**src/rtl/pipe_stage_skid_reg.sv**
```systemverilog
// Inter-stage pipeline register with valid/ready handshake and a 2-entry skid
// buffer. The main entry drives the outputs. The skid entry absorbs one extra
// entry so that in_ready can be registered, with no combinational path from
// out_ready. Flush kills every held entry. Bubbles (out_valid=0) always carry
// a zero control field.
module pipe_stage_skid_reg #(
  parameter int unsigned             CTRL_W   = 2,
  parameter int unsigned             DATA_W   = 69,
  parameter logic [DATA_W-1:0]       RST_DATA = '0
) (
  input  logic              clk,
  input  logic              rst,
  input  logic              flush,
  input  logic              in_valid,
  output logic              in_ready,
  input  logic [CTRL_W-1:0] in_ctrl,
  input  logic [DATA_W-1:0] in_data,
  output logic              out_valid,
  input  logic              out_ready,
  output logic [CTRL_W-1:0] out_ctrl,
  output logic [DATA_W-1:0] out_data,
  output logic [1:0]        occupancy
);

  typedef enum logic [1:0] {
    EMPTY = 2'd0,
    ONE   = 2'd1,
    FULL  = 2'd2
  } state_t;

  state_t            state;
  logic [CTRL_W-1:0] main_ctrl;
  logic [DATA_W-1:0] main_data;
  logic [CTRL_W-1:0] skid_ctrl;
  logic [DATA_W-1:0] skid_data;
  logic              in_ready_r;
  logic              out_valid_r;
  logic [1:0]        occ_r;

  logic push;
  logic pop;

  // Handshake qualifiers, both built from registered state only on our side
  always_comb begin
    push = in_valid & in_ready_r;
    pop  = out_valid_r & out_ready;
  end

  // State machine with registered in_ready/out_valid/occupancy; main_ctrl is
  // zeroed on every transition to EMPTY so the bubble control field is 0
  always_ff @(posedge clk) begin
    if (rst || flush) begin
      state       <= EMPTY;
      in_ready_r  <= 1'b1;
      out_valid_r <= 1'b0;
      occ_r       <= 2'd0;
      main_ctrl   <= '0;
      main_data   <= RST_DATA;
      skid_ctrl   <= '0;
      skid_data   <= RST_DATA;
    end else begin
      case (state)
        EMPTY: begin
          if (push) begin
            main_ctrl   <= in_ctrl;
            main_data   <= in_data;
            state       <= ONE;
            out_valid_r <= 1'b1;
            occ_r       <= 2'd1;
          end
        end
        ONE: begin
          if (push && pop) begin
            main_ctrl <= in_ctrl;
            main_data <= in_data;
          end else if (push) begin
            skid_ctrl  <= in_ctrl;
            skid_data  <= in_data;
            state      <= FULL;
            in_ready_r <= 1'b0;
            occ_r      <= 2'd2;
          end else if (pop) begin
            main_ctrl   <= '0;
            state       <= EMPTY;
            out_valid_r <= 1'b0;
            occ_r       <= 2'd0;
          end
        end
        FULL: begin
          if (pop) begin
            main_ctrl  <= skid_ctrl;
            main_data  <= skid_data;
            state      <= ONE;
            in_ready_r <= 1'b1;
            occ_r      <= 2'd1;
          end
        end
        default: begin
          state       <= EMPTY;
          in_ready_r  <= 1'b1;
          out_valid_r <= 1'b0;
          occ_r       <= 2'd0;
          main_ctrl   <= '0;
        end
      endcase
    end
  end

  // Outputs are straight register reads
  always_comb begin
    in_ready  = in_ready_r;
    out_valid = out_valid_r;
    out_ctrl  = main_ctrl;
    out_data  = main_data;
    occupancy = occ_r;
  end

endmodule

```
**config.mk**
```make
export PLATFORM = sky130hd
export DESIGN_NAME = pipe_stage_skid_reg
export DESIGN_NICKNAME = d
export VERILOG_FILES = /design/src/rtl/pipe_stage_skid_reg.sv
export SDC_FILE = /design/constraint.sdc
export NUM_CORES = 1
export LEC_CHECK = 0
export ABC_AREA = 1
export BUFFER_PORTS_ARGS = -buffer_cell sky130_fd_sc_hd__buf_4
export CAP_MARGIN = 20
export CORE_ASPECT_RATIO = 0.8
export CORE_MARGIN = 5
export CORE_UTILIZATION = 48
export DETAILED_ROUTE_END_ITERATION = 12
export GPL_TIMING_DRIVEN = 0
export PLACE_DENSITY = 0.79
export SYNTH_ARGS = -nofsm -noshare
export SYNTH_HDL_FRONTEND = slang
export SYNTH_SLANG_ARGS = --single-unit
```
**constraint.sdc**
```tcl
create_clock -name clk -period 1.6 [get_ports clk]
set_clock_uncertainty 0.15 [all_clocks]
set_input_delay 0.08 -clock clk [delete_from_list [all_inputs] [get_ports clk]]
set_output_delay 0.08 -clock clk [all_outputs]
set_load 0.05 [all_outputs]
```
======== After elaboration in Yosys (flattened, before gate mapping) ========
Index checks and enable logic that the tools add are counted.
operators by class
  equality and inequality tests ........... 12
  bitwise gates (word level) .............. 5
  reductions and logical operators ........ 10
  muxes and demuxes ....................... 24
operators with widths
  cell                  count
  $mux W69              3
  $pmux W69 S3          1
  $mux W2               9
  $reduce_and A4 Y1     4
  $ne A2 B2 Y1 const B  7
  $pmux W2 S3           2
  $ne A3 B3 Y1 const B  3
  $mux W1               7
  $pmux W1 S3           2
  $reduce_and A5 Y1     1
  $not A1 Y1            3
  $reduce_and A3 Y1     1
  $reduce_bool A3 Y1    1
  $and A1 B1 Y1         2
  $eq A2 B1 Y1 const B  1
  $eq A2 B2 Y1 const B  1
  $logic_not A2 Y1      1
  $logic_and A1 B1 Y1   1
  $logic_or A1 B1 Y1    1
storage, ports and cells
  bits of input ports ..................... 76
  output and inout port bits .............. 75
  logic and storage cells ................. 58
  register bits ........................... 146

======== Logic depth before layout (Yosys ltp) ========
Gate-level depths: netlist of run 1.
  depth in word-level cells ............... 5
  mapped depth ............................ 10
  gate-level depth less buffers ........... 8

======== Worst setup path after synthesis of run 1 ========
Ideal clock, no wire load.
  path type ............................... flip-flop to flip-flop
  start ................................... register out_valid_r (netlist: out_valid)
  end ..................................... register main_data[10] (netlist: out_data[10])
  required time ........................... 1.333 ns
  setup slack ............................. -0.359 ns
  stages on the path, launching flop included .. 8
  data arrival time ....................... 1.692 ns
  path through ............................ dfxtp_1 > nand2_2 > o21ai_4 > nand3_4 > buf_6 > buf_6 > o21ai_1 > nor2_1
between the ends
  longest elaborated chain between the ends .. 4
RTL lines
  item                                  line  RTL
  start, declared                       37    logic out_valid_r;
  start signal, assigned                55    out_valid_r <= 1'b0;
  start signal, assigned                68    out_valid_r <= 1'b1;
  start signal, assigned                85    out_valid_r <= 1'b0;
  $and A1 B1 Y1 *                       46    pop = out_valid_r & out_ready;
  $logic_and A1 B1 Y1                   73    if (push && pop) begin
  $ne A2 B2 Y1 (no source line)         -
  $reduce_and A4 Y1 (no source line) *  -
  end signal, assigned                  66    main_data <= in_data;
  end signal, assigned                  75    main_data <= in_data;
  end signal, assigned                  92    main_data <= skid_data;
  end, declared                         33    logic [DATA_W-1:0] main_data;
Every way passes the cells marked *; elsewhere a longest branch is shown, timed or not.
A chain may end at the register's enable or synchronous reset.

======== Worst setup path in the final report of run 1 ========
  start ................................... register out_valid_r (netlist: out_valid)
  end ..................................... register main_data[11] (netlist: out_data[11])
The elaborated chain is that of the path after synthesis.

==> results of run 1 <==
-- registers in the layout, indices dropped and copies added (netlist names) --
signal,cells
out_data,69
skid_data,69
occupancy,2
out_ctrl,2
skid_ctrl,2
in_ready,1
out_valid,1
-- metrics by stage --
stage	hold slack [ns]	TNS, ns	util	area, sq um	setup slack [ns]
finish	0.0353	-0.333	0.726	9310	-0.0709
global route	0.0481	-5.62	0.726	9310	-0.122
CTS	0.00988	-0.320	0.713	9140	-0.0363
detailed placement	0.231	-22.44	0.595	7630	-0.274
global placement	0.219	-22.35	0.595	7630	-0.276
floorplan	0.123	0	-	6290	0.0000967
-- power by group through the flow --
stage / registers [W] / logic [W] / clock network [W]
after global routing: 0.00386 / 0.00189 / 0.00452
final: 0.00385 / 0.00175 / 0.00433
after CTS: 0.00384 / 0.00168 / 0.00436
after detailed placement: 0.00392 / 0.00149 / 0
after global placement: 0.00391 / 0.00148 / 0
after floorplan: 0.00427 / 0.000631 / 0
-- layout make-up --
class | count | area, sq um
Sequential cell | 146 | 2940
Inverter | 79 | 304
Buffer | 71 | 497
Clock inverter | 8 | 146
Tap cell | 175 | 219
Fill cell | 991 | 3520
Clock buffer | 23 | 500
Multi-Input combinational cell | 528 | 2700
Timing Repair Buffer | 241 | 2000
-- metal layers --
| layer | routed length [um] | track usage | vias to the layer above |
|---|---|---|---|
| li1 | - | - | 3330 |
| met1 | 8660 | 0.338 | 3093 |
| met2 | 9150 | 0.396 | 243 |
| met3 | 1310 | 0.0435 | 21 |
| met4 | 270 | 0.0625 | 0 |
| met5 | 0 | 0 | - |
-- repair_timing --
item,4_1_cts,5_1_grt
hold endpoints to repair,142,0
resized for setup,23,56
pin swaps,5,17
endpoints found under the setup margin,143,139
cloned,1,1
setup buffers,13,5
hold buffers,71,0
-- worst reg2reg max path, cell delays in order (launching register included) --
cell and delay, ns:
dfxtp_4 0.37, nand2_8 0.06, o21ai_4 0.26, nand3_4 0.20, buf_6 0.20, clkbuf_16 0.15
o21ai_1 0.13, nor2_1 0.06
-- synthesized netlist by cell type (2+ instances only) --
cell type / n
buf_2: 21
o21ai_4: 2
o21ai_1: 123
nor3_1: 3
inv_1: 75
buf_4: 9
nand3_1: 5
o21ai_0: 87
nor2_1: 71
inv_2: 4
nand2_2: 3
a21oi_1: 76
clkbuf_1: 31
dfxtp_1: 146
buf_6: 12
a31oi_1: 69
nand2_1: 81
-- cells by family (layout without fill, tap and decap cells) --
kind of cell,count (synthesis),in the layout
compound gates,360,360
buf+inv,153,422
simple gates,168,168
flops,146,146
-- how the worst max path moves through the flow --
stage | start | endpoint | slack (ns) | depth (start not counted)
after floorplan | occupancy[0] | out_data[12] | 0.0001 | 10
after global placement | in_ready | out_data[3] | -0.28 | 7
after detailed placement | in_ready | out_data[3] | -0.27 | 7
after CTS | out_valid | out_data[4] | -0.04 | 7
after global routing | out_valid | out_data[11] | -0.12 | 7
final | out_valid | out_data[11] | -0.07 | 7
==> metrics.md, run 1 <==
| Metric | Value |
|---|---|
| Status | complete, but fails checks |
| Failing checks | setup timing |
| Synthesized flop and latch total | 146 |
| Gate power share | 0.176 |
| Antenna Diode Count | 0 |
| Min-Delay Path Class | in -> reg |
| Synth area leaders | dfxtp_1 47%, o21ai_1 9.8%, o21ai_0 7.0%, a31oi_1 6.9%, a21oi_1 6.1% |
| Largest delay share family, worst path | compound AO/OA/AOI/OAI gates |
| WS Path Type | reg -> reg |
| Sink Count | 146 |
| Clock root cell | clkbuf_16 |
| Core Box Area | 12800 sq um |
| Required time of the critical path | 1.76 ns |
| Slowest CP cell | dfxtp_4 |
| Total wire length | 19400 um |
| Leakage | 3.86 nW |
| Fin crit share | 1.04 |
| Antenna-violating nets left | 0 |
| Fraction of synthesized cell area taken by the top area cell type | 0.467 |
| Initial Util | 0.488 |
| Post-Syn Nets | 903 |
| Worst-path cell chain | nand2_8 -> o21ai_4 -> nand3_4 -> buf_6 -> clkbuf_16 -> o21ai_1 -> nor2_1 |
| Total Routing Usage GR | 0.245 |
| Slew @ Worst Pin | 0.482 ns |
| First-pass GRT wire length | 30700 um |
| Worst r2r src | out_valid |
| CTS buffer count | 17 |
| DRC errors left | 0 |
| Post-synthesis adder-cell area fraction | 0 |
| Hold Path End | occupancy[1] |
| WHS Path Cells | 5 |
| Worst-Skew Late Latency | 0.41 ns |
| Relative slew slack | 0.679 |
| Final Hold Vio Count | 0 |
| Distinct cells, synth | 26 |
| EDFF count, synth | 0 |
| DP Cell Count | 1152 |
| R2R cell count | 7 |
| Crit path time final | 1.67 ns |
| Clock power frac | 0.436 |
| Startpoint types | register |
| Post-synthesis mux area share | 0 |
| Vias in the first global route | 6412 |
| Die Wd | 138 um |
| TritonCTS clock tree | done |
| Reg2reg end | out_data[11] |
| Compound-gate portion of the synthesized area | 0.307 |
| XOR/XNOR share of the synthesized area | 0 |
| Commonest non-fill, non-tap cell in the layout | buf_4 |
| Largest net degree at the start of global routing | 20 |
| Final Setup Violations | 10 |
| HP Start | out_ready |
| Reg-to-reg slack, setup | -0.07 ns |
| Internal power | 0.00732 W |
| Post-route setup slack | -0.0709 ns |
| DPL Wire Length | 12300 um |
| # Max-Cap Violations | 0 |
| RePlAce Congestion | 0.840 |
| Post-synthesis cell count | 827 |
| Arr. time, crit path | 1.83 ns |
| Initial drt markers | 541 |
| Antenna violations before repair | 0 |
| Row count | 37 |
| Simple-Gate Fraction of Synth Area | 0.110 |
| DIE HEIGHT | 112 um |
| Largest family of logic cells by synthesized area | compound AO/OA/AOI/OAI gates |
| Mapped Area | 6260 sq um |
| Seq/Total Area, Yosys | 0.467 |
| Vias per cell | 5.26 |
| Synthesis-to-layout area growth | 48.8% |
| Grt total ovfl | 0 |
| YS warnings | 0 |
| Critical path's largest stage delay | 0.37 ns |
| Share of power burned in registers | 0.388 |
| Cell area power density | 1070 nW/um^2 |
| Die area | 15400 sq um |
| Vias post-DR | 6687 |
| Worst VDD drop | 0.911 mV |
| Buffers on Ports | 150 |
| Detailed Routing Iterations Pass 1 | 4 |
| Commonest non-fill, non-tap cells in the layout | 183 x buf_4, 142 x dfxtp_1, 119 x o21ai_1 |
| I/O pin cnt | 151 |
| Buf/Inv on CP | 2 |
| RSZ-0062 raised after global routing | yes |
| Fin cells | 1271 |
| Drt wl/cell | 15.3 um |
| Overall power | 0.00992 W |
| Synth area leader | dfxtp_1 |
| Main synth FF type | dfxtp_1 |
| CP Capture Type | register |
| Sw frac | 0.263 |
| Avg Inst Size Synth | 7.56 sq um |
| Post-synth ARST share | 0 |
| Share of cells above drive strength 1 | 0.256 |
| Clk slew on worst S/H paths | 0.07 ns |
| Max clock buf depth | 2 |
| Total number of H-tree levels | 4 |
| Worst Path Max Fanout | 7 |
| P_sw | 0.00261 W |
| Max Slew Vio Count | 0 |
| Layout net count | 1160 |
| FMAX | 598 MHz |
Note: power is estimated with default switching activity, not from simulation.
==> run 2, diff against run 1 <==
--- a/config.mk
+++ b/config.mk
@@ -13,7 +13,7 @@
 export CORE_UTILIZATION = 48
 export DETAILED_ROUTE_END_ITERATION = 12
 export GPL_TIMING_DRIVEN = 0
-export PLACE_DENSITY = 0.79
+export PLACE_DENSITY_LB_ADDON = 0.05
 export SYNTH_ARGS = -nofsm -noshare
 export SYNTH_HDL_FRONTEND = slang
 export SYNTH_SLANG_ARGS = --single-unit
==> run 2 against run 1 <==
The run still ends with setup timing left. Sequential share of layout area down 2.3 points. Core utilization up 5.6 points. Clock-buffer cell count down 4. Power up 3.3%. Final cell count up 1.1%. Non-clock buffer count up 13. Clock power up 0.9%. Critical endpoint is now out_data[40].
==> metrics.md, run 2 (same netlist as run 1, synthesis figures left out) <==
| Metric | Value |
|---|---|
| Status | complete, but fails checks |
| Failing checks | setup timing |
| Die area | 15400 sq um |
| CP Capture Type | register |
| I/O pin cnt | 151 |
| Die Wd | 138 um |
| Antenna Diode Count | 0 |
| Share of power burned in registers | 0.375 |
| Buffers on Ports | 150 |
| Worst setup startpoint | in_ready |
| Row count | 37 |
| Total number of H-tree levels | 4 |
| Cell area power density | 1020 nW/um^2 |
| P_sw | 0.00283 W |
| Crit path time final | 1.61 ns |
| Critical path's largest stage delay | 0.38 ns |
| Leakage | 4.10 nW |
| Sw frac | 0.276 |
| RePlAce Congestion | 0.818 |
| RSZ-0062 raised after global routing | yes |
| Clock root cell | clkbuf_16 |
| Antenna violations before repair | 0 |
| Initial Util | 0.488 |
| Relative slew slack | 0.580 |
| FF/Latch Area | 2940 sq um |
| Final Setup Violations | 2 |
| DIE HEIGHT | 112 um |
| Worst VDD drop | 0.929 mV |
| Worst r2r src | in_ready |
| Internal power | 0.00743 W |
| Fin util | 0.782 |
| Largest delay share family, worst path | compound AO/OA/AOI/OAI gates |
| Clock power frac | 0.426 |
| Hold WS | 0.00677 ns |
| Vias post-DR | 6746 |
| Drt wl/cell | 15.6 um |
| Synthesis-to-layout area growth | 60.2% |
| Reg-to-reg slack, setup | -0.01 ns |
| Arr. time, crit path | 1.76 ns |
| CTS buffer count | 17 |
| WHS Path Cells | 5 |
| Vias in the first global route | 6109 |
| Post-route setup slack | -0.0109 ns |
| TritonCTS clock tree | done |
| Dpl cell area | 7630 sq um |
| Slew @ Worst Pin | 0.629 ns |
| Antenna-violating nets left | 0 |
| Total Routing Usage GR | 0.243 |
| Fillers | 917 |
| Setup_tns | -0.0184 ns |
| Detailed Routing Iterations Pass 1 | 5 |
| Final instance area | 10000 sq um |
| Gate power share | 0.199 |
| R2R cell count | 7 |
| Startpoint types | register |
| WS Path Type | reg -> reg |
| Max clock buf depth | 2 |
| HP Start | in_valid |
| DPL Wire Length | 12100 um |
| Min-Delay Path Class | in -> reg |
| Required time of the critical path | 1.75 ns |
| Area of the multi-input gates | 3090 sq um |
| Commonest non-fill, non-tap cells in the layout | 182 x buf_4, 142 x dfxtp_1, 77 x nand2_1 |
| Slowest CP cell | dfxtp_4 |
| FMAX | 621 MHz |
| Final Hold Vio Count | 0 |
| Vias per cell | 5.25 |
| Buf/Inv on CP | 2 |
| Hold Path End | occupancy[0] |
| Share of cells above drive strength 1 | 0.348 |
| Clk slew on worst S/H paths | 0.06 ns |
| Commonest non-fill, non-tap cell in the layout | buf_4 |
| Dpl ws | -0.283 ns |
| First-pass GRT wire length | 30400 um |
| Worst Path Max Fanout | 5 |
| Worst-path cell chain | nand2_8 -> o21ai_4 -> nand3_4 -> buf_6 -> clkbuf_16 -> o21ai_2 -> nor2_1 |
| Worst-Skew Late Latency | 0.41 ns |
| Reg2reg end | out_data[40] |
| Fin crit share | 1.01 |
| Largest net degree at the start of global routing | 20 |
| Initial drt markers | 629 |
| Layout net count | 1173 |
| Grt total ovfl | 0 |
| # Max-Cap Violations | 0 |
| Core Box Area | 12800 sq um |
| Total wire length | 20000 um |
| DRC errors left | 0 |
| Max Slew Vio Count | 0 |
| Sink Count | 146 |
==> run 2: changes by cell type in the layout (fill, tap and decap cells not counted), sizes merged <==
cell	before	now
buf	213	228
inv	79	81
bufinv	4	5
dlygate4sd3	71	72
clkinv	3	4
clkinvlp	1	2
clkbuf	51	44
==> run 2: worst max path at each step <==
stage	to	depth (start not counted)
floorplan	out_data[12]	10
global placement	out_data[4]	7
detailed placement	out_data[5]	7
CTS	out_data[44]	7
global route	out_data[46]	7
finish	out_data[40]	7
==> run 2: cell type report <==
class                           count  area share
Sequential cell                   146       0.293
Buffer                             68      0.0585
Timing Repair Buffer              257       0.223
Tap cell                          175      0.0218
Inverter                           79      0.0315
Clock buffer                       19      0.0432
Multi-Input combinational cell    528       0.308
Clock inverter                     13      0.0206
==> run 2: what timing repair did <==
item,CTS,global route
setup endpoints to repair,143,143
resized for setup,38,196
buffers inserted,19,10
hold buffers,72,0
hold endpoints to repair,144,0
cloned,2,4
pin swaps,5,21
==> run 2: power groups by stage <==
| stage | Clock [W] | Combinational [W] | Sequential [W] |
|---|---|---|---|
| after floorplan | 0 | 0.000631 | 0.00427 |
| after global placement | 0 | 0.00149 | 0.00391 |
| after detailed placement | 0 | 0.00150 | 0.00392 |
| after CTS | 0.00438 | 0.00175 | 0.00384 |
| after global routing | 0.00458 | 0.00218 | 0.00386 |
| final | 0.00437 | 0.00204 | 0.00385 |
==> run 2: metal layers <==
metal,part of all wire,track usage,vias up
met4,0.013,0.0512,0
met3,0.067,0.0578,25
met1,0.45,0.338,3116
met2,0.47,0.383,249
met5,0,0,-
li1,-,-,3356
==> run 2: metrics by stage <==
| step | std cells | power [W] |
|---|---|---|
| global placement | 1152 | 0.00540 |
| floorplan | 827 | 0.00490 |
| CTS | 1272 | 0.00997 |
| global route | 1285 | 0.0106 |
| finish | 1285 | 0.0103 |
| detailed placement | 1152 | 0.00541 |
==> run 2: tightest hold or removal path, delay by kind of cell <==
family,cells,cell delay (ns)
buffers and inverters,1,0.13
AOI/OAI and AO/OA,1,0.11
and+or+nand+nor,3,0.20
==> run 3, diff against run 2 <==
--- a/config.mk
+++ b/config.mk
@@ -6,12 +6,12 @@
 export NUM_CORES = 1
 export LEC_CHECK = 0
 export ABC_AREA = 1
-export BUFFER_PORTS_ARGS = -buffer_cell sky130_fd_sc_hd__buf_4
 export CAP_MARGIN = 20
 export CORE_ASPECT_RATIO = 0.8
 export CORE_MARGIN = 5
-export CORE_UTILIZATION = 48
+export CORE_UTILIZATION = 57
 export DETAILED_ROUTE_END_ITERATION = 12
+export DONT_BUFFER_PORTS = 1
 export GPL_TIMING_DRIVEN = 0
 export PLACE_DENSITY_LB_ADDON = 0.05
 export SYNTH_ARGS = -nofsm -noshare
==> run 3 against run 2 <==
The flow finishes with violations (hold timing, setup timing). Critical path depth is 1 higher. Final cell count fell by 13%. Maximum frequency fell by 14%. Power rose by 1.1%. Core utilization is 11 points higher. Sequential cell count did not move.
==> metrics.md, run 3 (same netlist as run 1, synthesis figures left out) <==
| Metric | Value |
|---|---|
| Layout net count | 1041 |
| Drt wl/cell | 22.2 um |
| DIE HEIGHT | 104 um |
| Row count | 34 |
| Failing checks | hold timing, setup timing |
| Relative slew slack | 0.335 |
| Worst r2r src | out_valid |
| Synthesis-to-layout area growth | 54.5% |
| Crit path time final | 1.88 ns |
| First-pass GRT wire length | 33500 um |
| WS Path Type | reg -> reg |
| Initial drt markers | 692 |
| Clock root cell | clkbuf_16 |
| Commonest non-fill, non-tap cells in the layout | 142 x dfxtp_1, 120 x o21ai_1, 77 x nand2_1 |
| Total wire length | 24900 um |
| Final Hold Vio Count | 2 |
| Final Setup Violations | 144 |
| Initial Util | 0.579 |
| Fin cells | 1121 |
| Buf/Inv on CP | 3 |
| Slowest CP cell | dfxtp_4 |
| Sink Count | 146 |
| Worst Path Max Fanout | 7 |
| Max clock buf depth | 2 |
| Leakage | 3.55 nW |
| Status | complete, but fails checks |
| Antenna-violating nets left | 0 |
| Worst-path cell chain | nand2_8 -> o21ai_4 -> buf_12 -> nand3_4 -> buf_6 -> clkbuf_16 -> o21ai_1 -> nor2_1 |
| Total number of H-tree levels | 4 |
| Fin crit share | 1.18 |
| Reg2reg end | out_data[11] |
| Reg-to-reg slack, setup | -0.28 ns |
| Slew @ Worst Pin | 0.998 ns |
| R2R cell count | 8 |
| RSZ-0062 raised after global routing | yes |
| Die Wd | 127 um |
| Commonest non-fill, non-tap cell in the layout | dfxtp_1 |
| Buffers on Ports | 0 |
| Startpoint types | register |
| Hold-fix buffers at CTS | 72 |
| WHS Path Cells | 4 |
| Largest net degree at the start of global routing | 17 |
| CTS buffer count | 17 |
| Dpl ws | -0.383 ns |
| Fin util | 0.894 |
| Antenna violations before repair | 0 |
| Worst VDD drop | 0.773 mV |
| Max Slew Vio Count | 0 |
| Arr. time, crit path | 2.05 ns |
| Largest delay share family, worst path | flip-flops |
| Detailed Routing Iterations Pass 1 | 9 |
| DPL Wire Length | 12200 um |
| Vias in the first global route | 6694 |
| Vias post-DR | 7193 |
| Setup_tns | -21.28 ns |
| Total Routing Usage GR | 0.310 |
| Clk slew on worst S/H paths | 0.06 ns |
| DP Cell Count | 971 |
| Required time of the critical path | 1.77 ns |
| Worst-Skew Late Latency | 0.43 ns |
| Hold Path End | occupancy[1] |
| HP Start | out_ready |
| Hold WS | -0.0897 ns |
| Grt total ovfl | 0 |
| Vias per cell | 6.42 |
| Critical path's largest stage delay | 0.50 ns |
| Min-Delay Path Class | in -> reg |
| RePlAce Congestion | 0.878 |
| TritonCTS clock tree | done |
| Core Box Area | 10800 sq um |
| Post-route setup slack | -0.282 ns |
| Cell area power density | 1070 nW/um^2 |
| DRC errors left | 0 |
| CP Capture Type | register |
| # Max-Cap Violations | 0 |
| Share of cells above drive strength 1 | 0.316 |
| FMAX | 531 MHz |
| Antenna Diode Count | 0 |
| Die area | 13200 sq um |
| I/O pin cnt | 151 |
## run 3: changes by cell type in the layout (fill, tap and decap cells not counted), moves of 22 or more
cell,delta
o21ai_1,+67
a21oi_1,-65
o21ai_0,-63
buf_4,-146
a21oi_2,+62
o21ai_4,+22
o21ai_2,-26
## run 3: worst max path at each step
stage                       from            to  slack [ns]  cells after the start
floorplan           occupancy[0]  out_data[12]      0.0001                     10
global placement        in_ready   out_data[8]       -0.37                      7
detailed placement      in_ready   out_data[4]       -0.38                      7
CTS                    out_valid   out_data[6]       -0.17                      8
global route        occupancy[0]   out_data[6]       -0.32                      8
finish                 out_valid  out_data[11]       -0.28                      8
## run 3: layer usage
layer / vias up / share of wire / GRT usage
met5: - / 0 / 0
met4: 0 / 0.049 / 0.108
met3: 121 / 0.11 / 0.0916
met2: 528 / 0.48 / 0.514
met1: 3425 / 0.36 / 0.385
li1: 3119 / - / -
## run 3: report_power, final
group / leakage (nW) / switching [W] / total (W) / internal (W)
logic: 2.04 / 0.000880 / 0.00155 / 0.000674
clock network: 0.322 / 0.00165 / 0.00458 / 0.00293
registers: 1.19 / 0.000469 / 0.00424 / 0.00377
## run 3: final cells by class
type	count	area, sq um
sequential	146	2940
multi-input combinational	529	3560
buffer	74	679
inverter	79	314
clock buffer	19	433
tap	144	180
fill	508	1140
timing repair buffer	118	1330
clock inverter	12	229
## run 3: worst register-to-register path, stage by stage (launching register included)
cell and delay, ns:
dfxtp_4 0.50, nand2_8 0.10, o21ai_4 0.17, buf_12 0.13, nand3_4 0.16, buf_6 0.20
clkbuf_16 0.16, o21ai_1 0.15, nor2_1 0.06
## run 3: timing repair
item | CTS | global route
setup buffers | 19 | 13
setup endpoints to repair | 143 | 143
pin swaps | 27 | 40
hold endpoints to repair | 146 | 3
gates cloned | 9 | 8
gates resized for setup | 232 | 155
## run 3: metrics by stage
stage,power [W],hold slack [ns],area (sq um)
floorplan,0.00490,0.123,6290
global placement,0.00506,0.125,6470
detailed placement,0.00510,0.134,6470
CTS,0.00992,-0.0983,8780
global route,0.0106,-0.0838,9660
finish,0.0104,-0.0897,9660
